--- config.mk ---
export PLATFORM = sky130hd
export DESIGN_NAME = scan_sequencer
export DESIGN_NICKNAME = d
export VERILOG_FILES = /design/src/rtl/scan_pkg.sv /design/src/rtl/scan_sequencer_next_line_finder.sv /design/src/rtl/scan_sequencer.sv
export SDC_FILE = /design/constraint.sdc
export NUM_CORES = 1
export LEC_CHECK = 0
export CORE_ASPECT_RATIO = 0.9
export CORE_MARGIN = 3
export CORE_UTILIZATION = 52
export DETAILED_ROUTE_END_ITERATION = 7
export PLACE_DENSITY = 0.84
export SLEW_MARGIN = 20
export SYNTH_ARGS = -nofsm -noshare
export SYNTH_HDL_FRONTEND = slang
export SYNTH_SLANG_ARGS = --single-unit
export TNS_END_PERCENT = 5
--- constraint.sdc ---
create_clock -name clk -period 9.1 [get_ports clk]
set_input_delay 0.91 -clock clk [delete_from_list [all_inputs] [get_ports clk]]
set_output_delay 0.91 -clock clk [all_outputs]
set_load 0.05 [all_outputs]
--- src/rtl/scan_pkg.sv ---
// Shared types and constants for the 3-to-8 decoder scan sequencer.
// Imported by the line finder and the sequencer top level.
package scan_pkg;

  localparam int unsigned NUM_LINES = 8;
  localparam int unsigned SEL_W     = 3;

  localparam logic [NUM_LINES-1:0] MASK_ALL = 8'hFF;

  typedef enum logic {
    IDLE  = 1'b0,
    DWELL = 1'b1
  } scan_state_e;

endpackage

--- src/rtl/scan_sequencer_next_line_finder.sv ---
// Combinational search for the next unmasked line after the current one.
// In init mode the search starts at line 0 and never reports a wrap.
module next_line_finder
  import scan_pkg::*;
(
  input  logic [SEL_W-1:0]     cur_i,
  input  logic [NUM_LINES-1:0] mask_i,
  input  logic                 init_i,
  output logic [SEL_W-1:0]     next_o,
  output logic                 wrap_o,
  output logic                 none_valid_o
);

  logic [SEL_W-1:0] base;
  logic [SEL_W-1:0] cand;
  logic [SEL_W-1:0] found;

  // Scan base+8 down to base+1 so the nearest unmasked line wins last
  always_comb begin
    base  = init_i ? 3'd7 : cur_i;
    found = cur_i;
    cand  = '0;
    for (int k = NUM_LINES; k >= 1; k--) begin
      cand = base + k[SEL_W-1:0];
      if (!mask_i[cand]) begin
        found = cand;
      end
    end
  end

  // Wrap is a return to a lower-or-equal index outside the initial search
  always_comb begin
    next_o       = found;
    none_valid_o = (mask_i == MASK_ALL);
    wrap_o       = !init_i && !none_valid_o && (found <= cur_i);
  end

endmodule

--- src/rtl/scan_sequencer.sv ---
// Round-robin line sequencer driving a 3-to-8 decoder select and enable.
// Holds each unmasked line for dwell+1 cycles, continuous or one-shot.
module scan_sequencer
  import scan_pkg::*;
#(
  parameter int unsigned DWELL_W = 8
) (
  input  logic               clk,
  input  logic               reset,
  input  logic               start,
  input  logic               stop,
  input  logic               mode_oneshot,
  input  logic [DWELL_W-1:0] dwell,
  input  logic [7:0]         mask,
  output logic [2:0]         sel,
  output logic               enable_n,
  output logic               busy,
  output logic               frame,
  output logic               done
);

  scan_state_e        state_q, state_d;
  logic [SEL_W-1:0]   sel_q, sel_d;
  logic [DWELL_W-1:0] cnt_q, cnt_d;
  logic               en_n_q, en_n_d;
  logic               busy_q, busy_d;
  logic               frame_q, frame_d;
  logic               done_q, done_d;
  logic               oneshot_q, oneshot_d;

  logic [SEL_W-1:0]   nxt_idx;
  logic               nxt_wrap;
  logic               nxt_none;

  next_line_finder u_finder (
    .cur_i        (sel_q),
    .mask_i       (mask),
    .init_i       (state_q == IDLE),
    .next_o       (nxt_idx),
    .wrap_o       (nxt_wrap),
    .none_valid_o (nxt_none)
  );

  // State and output registers; reset wins over everything
  always_ff @(posedge clk) begin
    if (reset) begin
      state_q   <= IDLE;
      sel_q     <= '0;
      cnt_q     <= '0;
      en_n_q    <= 1'b1;
      busy_q    <= 1'b0;
      frame_q   <= 1'b0;
      done_q    <= 1'b0;
      oneshot_q <= 1'b0;
    end else begin
      state_q   <= state_d;
      sel_q     <= sel_d;
      cnt_q     <= cnt_d;
      en_n_q    <= en_n_d;
      busy_q    <= busy_d;
      frame_q   <= frame_d;
      done_q    <= done_d;
      oneshot_q <= oneshot_d;
    end
  end

  // Next-state: start/stop handling, dwell countdown and line advance
  always_comb begin
    state_d   = state_q;
    sel_d     = sel_q;
    cnt_d     = cnt_q;
    en_n_d    = en_n_q;
    busy_d    = busy_q;
    frame_d   = 1'b0;
    done_d    = 1'b0;
    oneshot_d = oneshot_q;
    unique case (state_q)
      IDLE: begin
        en_n_d = 1'b1;
        busy_d = 1'b0;
        if (start && !stop) begin
          if (nxt_none) begin
            done_d = 1'b1;
          end else begin
            state_d   = DWELL;
            sel_d     = nxt_idx;
            cnt_d     = dwell;
            en_n_d    = 1'b0;
            busy_d    = 1'b1;
            oneshot_d = mode_oneshot;
          end
        end
      end
      DWELL: begin
        if (stop) begin
          state_d = IDLE;
          en_n_d  = 1'b1;
          busy_d  = 1'b0;
        end else if (cnt_q != '0) begin
          cnt_d = cnt_q - 1'b1;
        end else if (nxt_none || (nxt_wrap && oneshot_q)) begin
          state_d = IDLE;
          en_n_d  = 1'b1;
          busy_d  = 1'b0;
          done_d  = 1'b1;
        end else begin
          sel_d   = nxt_idx;
          cnt_d   = dwell;
          frame_d = nxt_wrap;
        end
      end
      default: begin
        state_d = IDLE;
      end
    endcase
  end

  assign sel      = sel_q;
  assign enable_n = en_n_q;
  assign busy     = busy_q;
  assign frame    = frame_q;
  assign done     = done_q;

endmodule

==> metrics.txt, run 1 <==
status finished, final reports clean; Worst Path Arrival 5.62 ns; clock transition at the registers of the reported paths 0.07 ns; Cell Chain, Critical Path nor2b_4 -> inv_2 -> ha_1 -> mux4_2 -> o22ai_1 -> o21ai_1 -> o21ai_1 -> a221oi_1 -> o21ai_1 -> nand2_1 -> ha_1 -> o21a_1 -> o21ai_0 -> a31oi_1 -> o21ai_0 -> a21oi_1 -> o21ai_0 -> a221oi_1; Critical Path End Type flop; drt drc 0; Setup Fix Bufs, Post-CTS 0; leak pwr 0.767 nW; r2r startpoint state_q; Cells after Synth 242; final worst slack 3.63 ns; RSZ-0062 raised after global routing no; Post-synth EDFFs 0; GRT Residual Overflow 0; Routed Antenna Nets 0; number of global-route vias before repair 1651; Synth cell types 55; maxcap violations 0; R2R setup slack 3.63 ns; Core Util, Final 66.3%; Max VDD drop 0.0952 mV; largest fanout on the critical path 27; Post-DP HPWL 3.51 mm; CTS tree built; final hold vios 0; nets 286; Placed Instances 296; Setup crit start kind flop; top-count cell post-synth nor2_1; Port Buffer Count 27; Post-synth top cells nor2_1, o21ai_0, nand2_1, a21oi_1, dfxtp_1; Die W 68.9 um; first-pass iteration count of the detailed router 5; largest net degree at the start of global routing 28; top cell type's share of synthesized area 18.4%; Power Total 0.255 mW; Pins Over Slew Limit 0; antenna violations before repair 0; htree depth 1; die area 0.00431 sq mm; total CTS buffers 3; Max-slew headroom 46.5%; Max Fclk 0.183 GHz; Finished Layout Cells 300; Ys Warns 0; CP max stage cell dfxtp_1; sequential area share after synthesis 18.4%; final setup fails 0; Core Box Area 0.00323 sq mm; Setup crit start state_q; fin crit share 60.1%; CTS sink cnt 17; first-pass GRT wire length 7.85 mm; Wirelength per Cell 15.4 um; clock tree buffer depth 2; Critical Path Max Stage Delay 0.84 ns; I/O pin total 28; DRT Wirelength 4.62 mm; synthesized area 0.00185 sq mm; worst endpoint required time 9.25 ns; syn nets 269; cells on worst reg2reg path 18; GRT Util Overall 22.7%; slew of the pin with the lowest slew margin 0.801 ns; vias per cell 6.37; top_reg_cell synth dfxtp_1; Synth Register Bits 17; Avg Inst Size Synth 7.65 sq um; Post-CTS Resized 0; Setup Skew 0.000787 ns; 1st-iter DRT viols 206; Final min period 5.47 ns; power per cell area 119 mW/mm^2; post-cts hold buffer count 0; Antenna diodes 0; CP Class reg -> reg; Critical Path End cnt_q[0]; share of layout cells above drive strength 1 11.2%; Worst Hold Class reg -> reg; fillers 284; clk_lat worst skew 0.25 ns; Site Rows 19; CTS Root Cell clkbuf_8; Area Overhead vs Synth 15.7%; Die Ht 62.6 um; RR Endpoint cnt_q[0]; Synth area leaders dfxtp_1, mux4_2, o21ai_0; Fin Setup TNS 0 ns; Place WS 3.73 ns; via count 1911; GP Congestion 1.00; cell taking the most area after synthesis dfxtp_1; Starting Density 57.3%; fraction of registers with async set/reset 0%
[power breakdown]
part	internal (mW)	switching [mW]	total, mW
Combinational	0.0501	0.0594	0.110
Clock	0.0311	0.0259	0.0570
Sequential	0.0789	0.00906	0.0880
Total	0.160	0.0944	0.255
[cell families after synthesis]
| kind of cell | synth area share (%) |
|---|---|
| DFF | 18.4 |
| xor gates and xnor gates | 0.946 |
| and+or+nand+nor | 22.0 |
| buffers and inverters | 6.22 |
| muxes | 18.4 |
| adders and majority gates | 4.05 |
| AOI/OAI and AO/OA | 29.9 |
[how the worst min path moves through the flow]
stage	from	to	cells past startpoint
after floorplan	oneshot_q	oneshot_q	2
after global placement	busy	busy	1
after detailed placement	busy	busy	1
after CTS	busy	busy	1
after global routing	oneshot_q	oneshot_q	2
final	oneshot_q	oneshot_q	2
[sequential cells by signal, summed over array words and instances, names as in the netlist]
name,flops
busy,1
enable_n,1
oneshot_q,1
done,1
frame,1
sel,3
cnt_q,8
state_q,1
[metrics by stage]
| step | hold WS [ns] | cell area [sq um] |
|---|---|---|
| after floorplan | 0.454 | 1850 |
| after global placement | 0.457 | 2100 |
| after detailed placement | 0.461 | 2100 |
| after CTS | 0.482 | 2140 |
| after global routing | 0.503 | 2140 |
| final | 0.481 | 2140 |
[cell type report]
cell class / count / area, sq um / share of cell area [%]
multi-input cells: 200 / 1400 / 65.2
flip-flops and latches: 17 / 340 / 15.9
inverters: 10 / 37.5 / 1.75
clock buffers: 4 / 45.0 / 2.10
repair buffers: 27 / 270 / 12.6
well taps: 42 / 52.6 / 2.45
[layer usage]
metal | GRT usage [%] | up-vias | routed length, um
li1 | - | 935 | -
met1 | 36.9 | 877 | 2210
met2 | 30.5 | 93 | 1960
met3 | 4.50 | 6 | 420
met4 | 3.65 | 0 | 27
met5 | 0 | - | 0
[critical path, delay by kind of cell (launching register included)]
family,cells,cell delay [ns]
buffers and inverters,1,0.15
flip-flops,1,0.84
adder cells (fa/ha/maj),2,0.80
multiplexers,1,0.39
AO/OA/AOI/OAI,12,2.59
AND/OR/NAND/NOR,2,0.59
[layout by cell type, fill, tap and decap left out, types with 6 or more instances in the layout]
master	n
a21oi_1	18
dfxtp_1	17
nor2_1	27
nand3_1	7
nand2_1	21
o21ai_0	22
mux2_2	8
ha_1	6
nor3_1	7
mux2i_1	8
clkdlybuf4s50_1	27
inv_1	8
Power figures use the tool's default switching activity.
==> run 2: changes to the inputs <==
==> constraint.sdc (replaced) <==
create_clock -name clk -period 5.4 [get_ports clk]
set_input_delay 0.54 -clock clk [delete_from_list [all_inputs] [get_ports clk]]
set_output_delay 0.54 -clock clk [all_outputs]
set_load 0.05 [all_outputs]
==> metrics.txt, run 2 (same netlist as run 1, synthesis figures left out) <==
leak pwr 0.783 nW (+2.0%); GP Congestion 0.953 (-5.1%); drt drc 0 (unchanged); nets 289 (+1.0%); final hold vios 0 (unchanged); first-pass iteration count of the detailed router 5 (unchanged); Largest Register cnt_q; Post-DP HPWL 3.65 mm (+3.9%); R2R setup slack 0.71 ns (-2.92 ns); Die W 68.9 um (unchanged); CTS tree built; clock transition at the registers of the reported paths 0.07 ns (about the same); Flop pwr share 33.1% (-1.5 points); Fin Setup TNS 0 ns (unchanged); Worst Hold Class reg -> reg; worst endpoint required time 5.55 ns (-3.70 ns); CP Class reg -> reg; Placed Area 0.00212 sq mm (+1.1%); Max VDD drop 0.148 mV (+55%); Setup Fix Bufs, Post-CTS 0 (unchanged); Post-CTS Resized 0 (unchanged); CTS Root Cell clkbuf_8; clock share of power 22.3% (about the same); vias per cell 6.37 (about the same); via count 1929 (+0.94%); Wirelength per Cell 15.8 um (+2.3%); largest fanout on the critical path 13 (-52%); final setup fails 0 (unchanged); Critical Path End Type flop; fin crit share 86.8% (+27 points); power per cell area 200 mW/mm^2 (+68%); Int Pwr 0.272 mW (+70%); GRT Residual Overflow 0 (unchanged); antenna violations before repair 0 (unchanged); slew of the pin with the lowest slew margin 0.654 ns (-0.148 ns); most frequent cells in the layout nor2_1, clkdlybuf4s50_1, o21ai_0; Max Fclk 0.213 GHz (+17%); post-cts hold buffer count 0 (unchanged); die area 0.00431 sq mm (unchanged); Starting Density 57.3% (unchanged); GRT Util Overall 23.5% (+0.86 points); total CTS buffers 3 (unchanged); Worst Path Arrival 4.84 ns (-0.78 ns); maxcap violations 0 (unchanged); post-route cell area 0.00216 sq mm (+1.1%); Pins Over Slew Limit 0 (unchanged); Routed Antenna Nets 0 (unchanged); Die Ht 62.6 um (unchanged); Setup crit start kind flop; WHS Path Cells 1 (-1); r2r startpoint state_q; Core Box Area 0.00323 sq mm (unchanged); clk_lat worst skew 0.25 ns (about the same); cells on worst reg2reg path 17 (-1); CTS sink cnt 17 (unchanged); status finished, final reports clean; Port Buffer Count 27 (unchanged); Largest register FFs 8 (unchanged); 1st-iter DRT viols 177 (-14%); number of global-route vias before repair 1720 (+4.2%); P_sw 0.161 mW (+71%); Final min period 4.69 ns (-0.782 ns); clock tree buffer depth 2 (unchanged); RR Endpoint cnt_q[0]; largest net degree at the start of global routing 21 (-25%); Site Rows 19 (unchanged); share of layout cells above drive strength 1 12.3% (+1.0 points); htree depth 1 (unchanged); sw frac 37.2% (+0.12 points); RSZ-0062 raised after global routing no; Area Overhead vs Synth 16.9%; Setup Skew 0.00440 ns (+0.00362 ns); power share of the combinational group 44.6% (+1.6 points); first-pass GRT wire length 8.06 mm (+2.6%); I/O pin total 28 (unchanged); Critical Path End cnt_q[0]; Antenna diodes 0 (unchanged); Setup crit start state_q; Max-slew headroom 56.3% (+9.8 points); DRT Wirelength 4.78 mm (+3.3%)
-- run 2: changes by cell type in the layout (fill, tap and decap cells not counted) --
cell	previous run	this run
buf_4	0	3
-- run 2: worst min path at each step --
stage | from | to | slack [ns]
finish | busy | busy | 0.48
global route | busy | busy | 0.50
CTS | busy | busy | 0.48
detailed placement | busy | busy | 0.46
global placement | busy | busy | 0.46
floorplan | oneshot_q | oneshot_q | 0.45
-- run 2: power groups by stage --
stage,combinational (mW),sequential [mW],clock (mW)
after floorplan,0.135,0.150,0
after global placement,0.187,0.146,0
after detailed placement,0.189,0.146,0
after CTS,0.190,0.143,0.0989
after global routing,0.214,0.144,0.104
final,0.193,0.143,0.0967
-- run 2: routing by layer --
layer  GRT usage [%]  vias to the layer above  share of wire, %
met5               0                        -                 0
met4            4.38                        0              0.40
met3            4.86                        4               8.2
met2            31.7                       92                43
met1            37.8                      892                49
li1                -                      941                 -
-- run 2: layout make-up --
class                           count  area [sq um]
Timing Repair Buffer               30           293
Multi-Input combinational cell    200          1400
Sequential cell                    17           340
Fill cell                         305          1070
Tap cell                           42          52.6
Clock buffer                        4          45.0
Inverter                           10          37.5
-- run 2: worst max-delay path, cell delays in order, from the launching register on --
cell,delay [ns]
dfxtp_1,0.53
nor2b_4,0.43
inv_2,0.15
ha_1,0.51
mux4_2,0.60
o211ai_2,0.10
a21o_2,0.16
a21bo_1,0.24
o21bai_1,0.15
ha_1,0.25
nand3_1,0.06
o21ai_0,0.11
a31oi_1,0.32
o21ai_0,0.21
a21oi_1,0.17
buf_4,0.20
o21ai_0,0.10
a221oi_1,0.30
-- run 2: metrics by stage --
step / std cells / util, % / setup WS [ns] / power (mW) / hold slack (ns)
2_1_floorplan: 242 / - / 1.06 / 0.285 / 0.454
3_3_place_gp: 299 / 65.6 / 0.871 / 0.333 / 0.458
3_5_place_dp: 299 / 65.6 / 0.756 / 0.335 / 0.460
4_1_cts: 303 / 67.0 / 0.711 / 0.432 / 0.480
5_1_grt: 303 / 67.0 / 0.232 / 0.462 / 0.498
6_report: 303 / 67.0 / 0.711 / 0.433 / 0.478
==> run 3: changes to the inputs <==
==> constraint.sdc (replaced) <==
create_clock -name clk -period 5 [get_ports clk]
set_input_delay 0.5 -clock clk [delete_from_list [all_inputs] [get_ports clk]]
set_output_delay 0.5 -clock clk [all_outputs]
set_load 0.05 [all_outputs]
==> metrics.txt, run 3 (same netlist as run 1, synthesis figures left out) <==
largest net degree at the start of global routing 17 (-19%); Power Total 0.468 mW (+8.2%); Starting Density 57.3% (unchanged); RSZ-0062 raised after global routing no; vias per cell 6.39 (+0.34%); Area Overhead vs Synth 17.4%; Max-slew headroom 56.8% (+0.51 points); Setup crit start kind flop; fin crit share 90.5% (+3.7 points); final setup fails 0 (unchanged); Critical Path End Type flop; P_sw 0.174 mW (+8.1%); via count 1942 (+0.67%); Die W 68.9 um (unchanged); power per cell area 215 mW/mm^2 (+7.7%); slew of the pin with the lowest slew margin 0.646 ns (-0.00833 ns); final hold vios 0 (unchanged); Largest register FFs 8 (unchanged); Pins Over Slew Limit 0 (unchanged); Worst Path Arrival 4.68 ns (-0.16 ns); Worst Hold Class reg -> reg; Post-DP HPWL 3.66 mm (+0.37%); clock share of power 22.1% (-0.2 points); power share of the combinational group 44.5% (about the same); post-cts hold buffer count 0 (unchanged); most frequent cells in the layout nor2_1, clkdlybuf4s50_1, o21ai_0; share of layout cells above drive strength 1 13.0% (+0.72 points); Core Box Area 0.00323 sq mm (unchanged); GRT Util Overall 23.1% (-0.43 points); final worst slack 0.475 ns (-0.236 ns); Fin Hold WS 0.476 ns (-0.00263 ns); CP Class reg -> reg; leak pwr 0.789 nW (+0.73%); Port Buffer Count 27 (unchanged); maxcap violations 0 (unchanged); first-pass iteration count of the detailed router 4 (-1); total CTS buffers 3 (unchanged); CTS Root Cell clkbuf_8; largest fanout on the critical path 15 (+2); GRT Residual Overflow 0 (unchanged); Max VDD drop 0.228 mV (+54%); drt drc 0 (unchanged); 1st-iter DRT viols 167 (-5.6%); clock transition at the registers of the reported paths 0.07 ns (about the same); sw frac 37.2% (about the same); clk_lat worst skew 0.25 ns (about the same); Place WS 0.447 ns (-0.310 ns); htree depth 1 (unchanged); die area 0.00431 sq mm (unchanged); Setup Skew 0.00488 ns (+0.000480 ns); CTS tree built; fillers 281 (-7.9%); Int Pwr 0.294 mW (+8.2%); Antenna diodes 0 (unchanged); Flop pwr share 33.5% (+0.4 points); first-pass GRT wire length 7.86 mm (-2.5%); nets 290 (+0.35%); status finished, final reports clean; Site Rows 19 (unchanged); Core Util, Final 67.2% (+0.27 points); worst endpoint required time 5.15 ns (-0.40 ns); CTS sink cnt 17 (unchanged); I/O pin total 28 (unchanged); Die Ht 62.6 um (unchanged); Max Fclk 0.221 GHz (+3.6%); Wirelength per Cell 15.9 um (+0.76%); GP Congestion 1.01 (+6.4%); Routed Antenna Nets 0 (unchanged); Largest Register cnt_q; number of global-route vias before repair 1677 (-2.5%); Fin Setup TNS 0 ns (unchanged); clock tree buffer depth 2 (unchanged); DRT Wirelength 4.83 mm (+1.1%); antenna violations before repair 0 (unchanged); Final min period 4.53 ns (-0.164 ns)
run 3: changes by cell type in the layout (fill, tap and decap cells not counted), sizes merged:
cell,delta
buf,+1
run 3: path summary, 6_finish.rpt:
check | from | endpoint | slack (ns) | depth (start not counted)
worst min-delay path | busy | busy | 0.48 | 1
worst max-delay path | state_q | cnt_q[6] | 0.47 | 18
worst max register to register | state_q | cnt_q[6] | 0.47 | 18
worst min register to register | busy | busy | 0.48 | 1
run 3: final cells by class:
type / instances / area, sq um / area share, %
Multi-Input combinational cell: 200 / 1400 / 64.2
Sequential cell: 17 / 342 / 15.7
Timing Repair Buffer: 31 / 300 / 13.8
Tap cell: 42 / 52.6 / 2.42
Clock buffer: 4 / 45.0 / 2.07
Inverter: 10 / 37.5 / 1.73
run 3: what timing repair did:
item | 4_1_cts | 5_1_grt
gates resized for setup | 0 | 1
setup buffers | 0 | 0
endpoints found under the setup margin | 0 | 1
run 3: per-layer routing:
metal  up-vias  part of all wire (%)  track usage [%]
met5         -                     0                0
met4         0                  0.48             4.38
met3         4                   9.7             6.47
met2        76                    43             31.4
met1       919                    47             35.8
li1        943                     -                -
run 3: critical path: stages, from the launching register on:
cell and delay (ns):
dfxtp_2 0.47, nor2b_2 0.34, inv_2 0.13, ha_1 0.50
mux4_2 0.61, nor3b_1 0.18, o21ai_0 0.12, a21oi_1 0.12
o21bai_1 0.17, ha_1 0.18, nor2b_1 0.12, o21a_1 0.12
o21ai_0 0.08, a31oi_1 0.30, o21ai_0 0.20, a21oi_1 0.16
buf_4 0.20, o21ai_0 0.10, a221oi_1 0.31
run 3: metrics by stage:
step	area, sq um	std cells
floorplan	1850	242
global placement	2130	300
detailed placement	2130	300
CTS	2170	304
global route	2170	304
finish	2170	304
run 3: power by group through the flow:
stage	sequential [mW]	combinational [mW]	clock, mW
4_1_cts	0.156	0.205	0.106
5_1_grt	0.158	0.228	0.114
3_3_place_gp	0.159	0.201	0
2_1_floorplan	0.162	0.146	0
3_5_place_dp	0.159	0.204	0
6_report	0.157	0.208	0.103
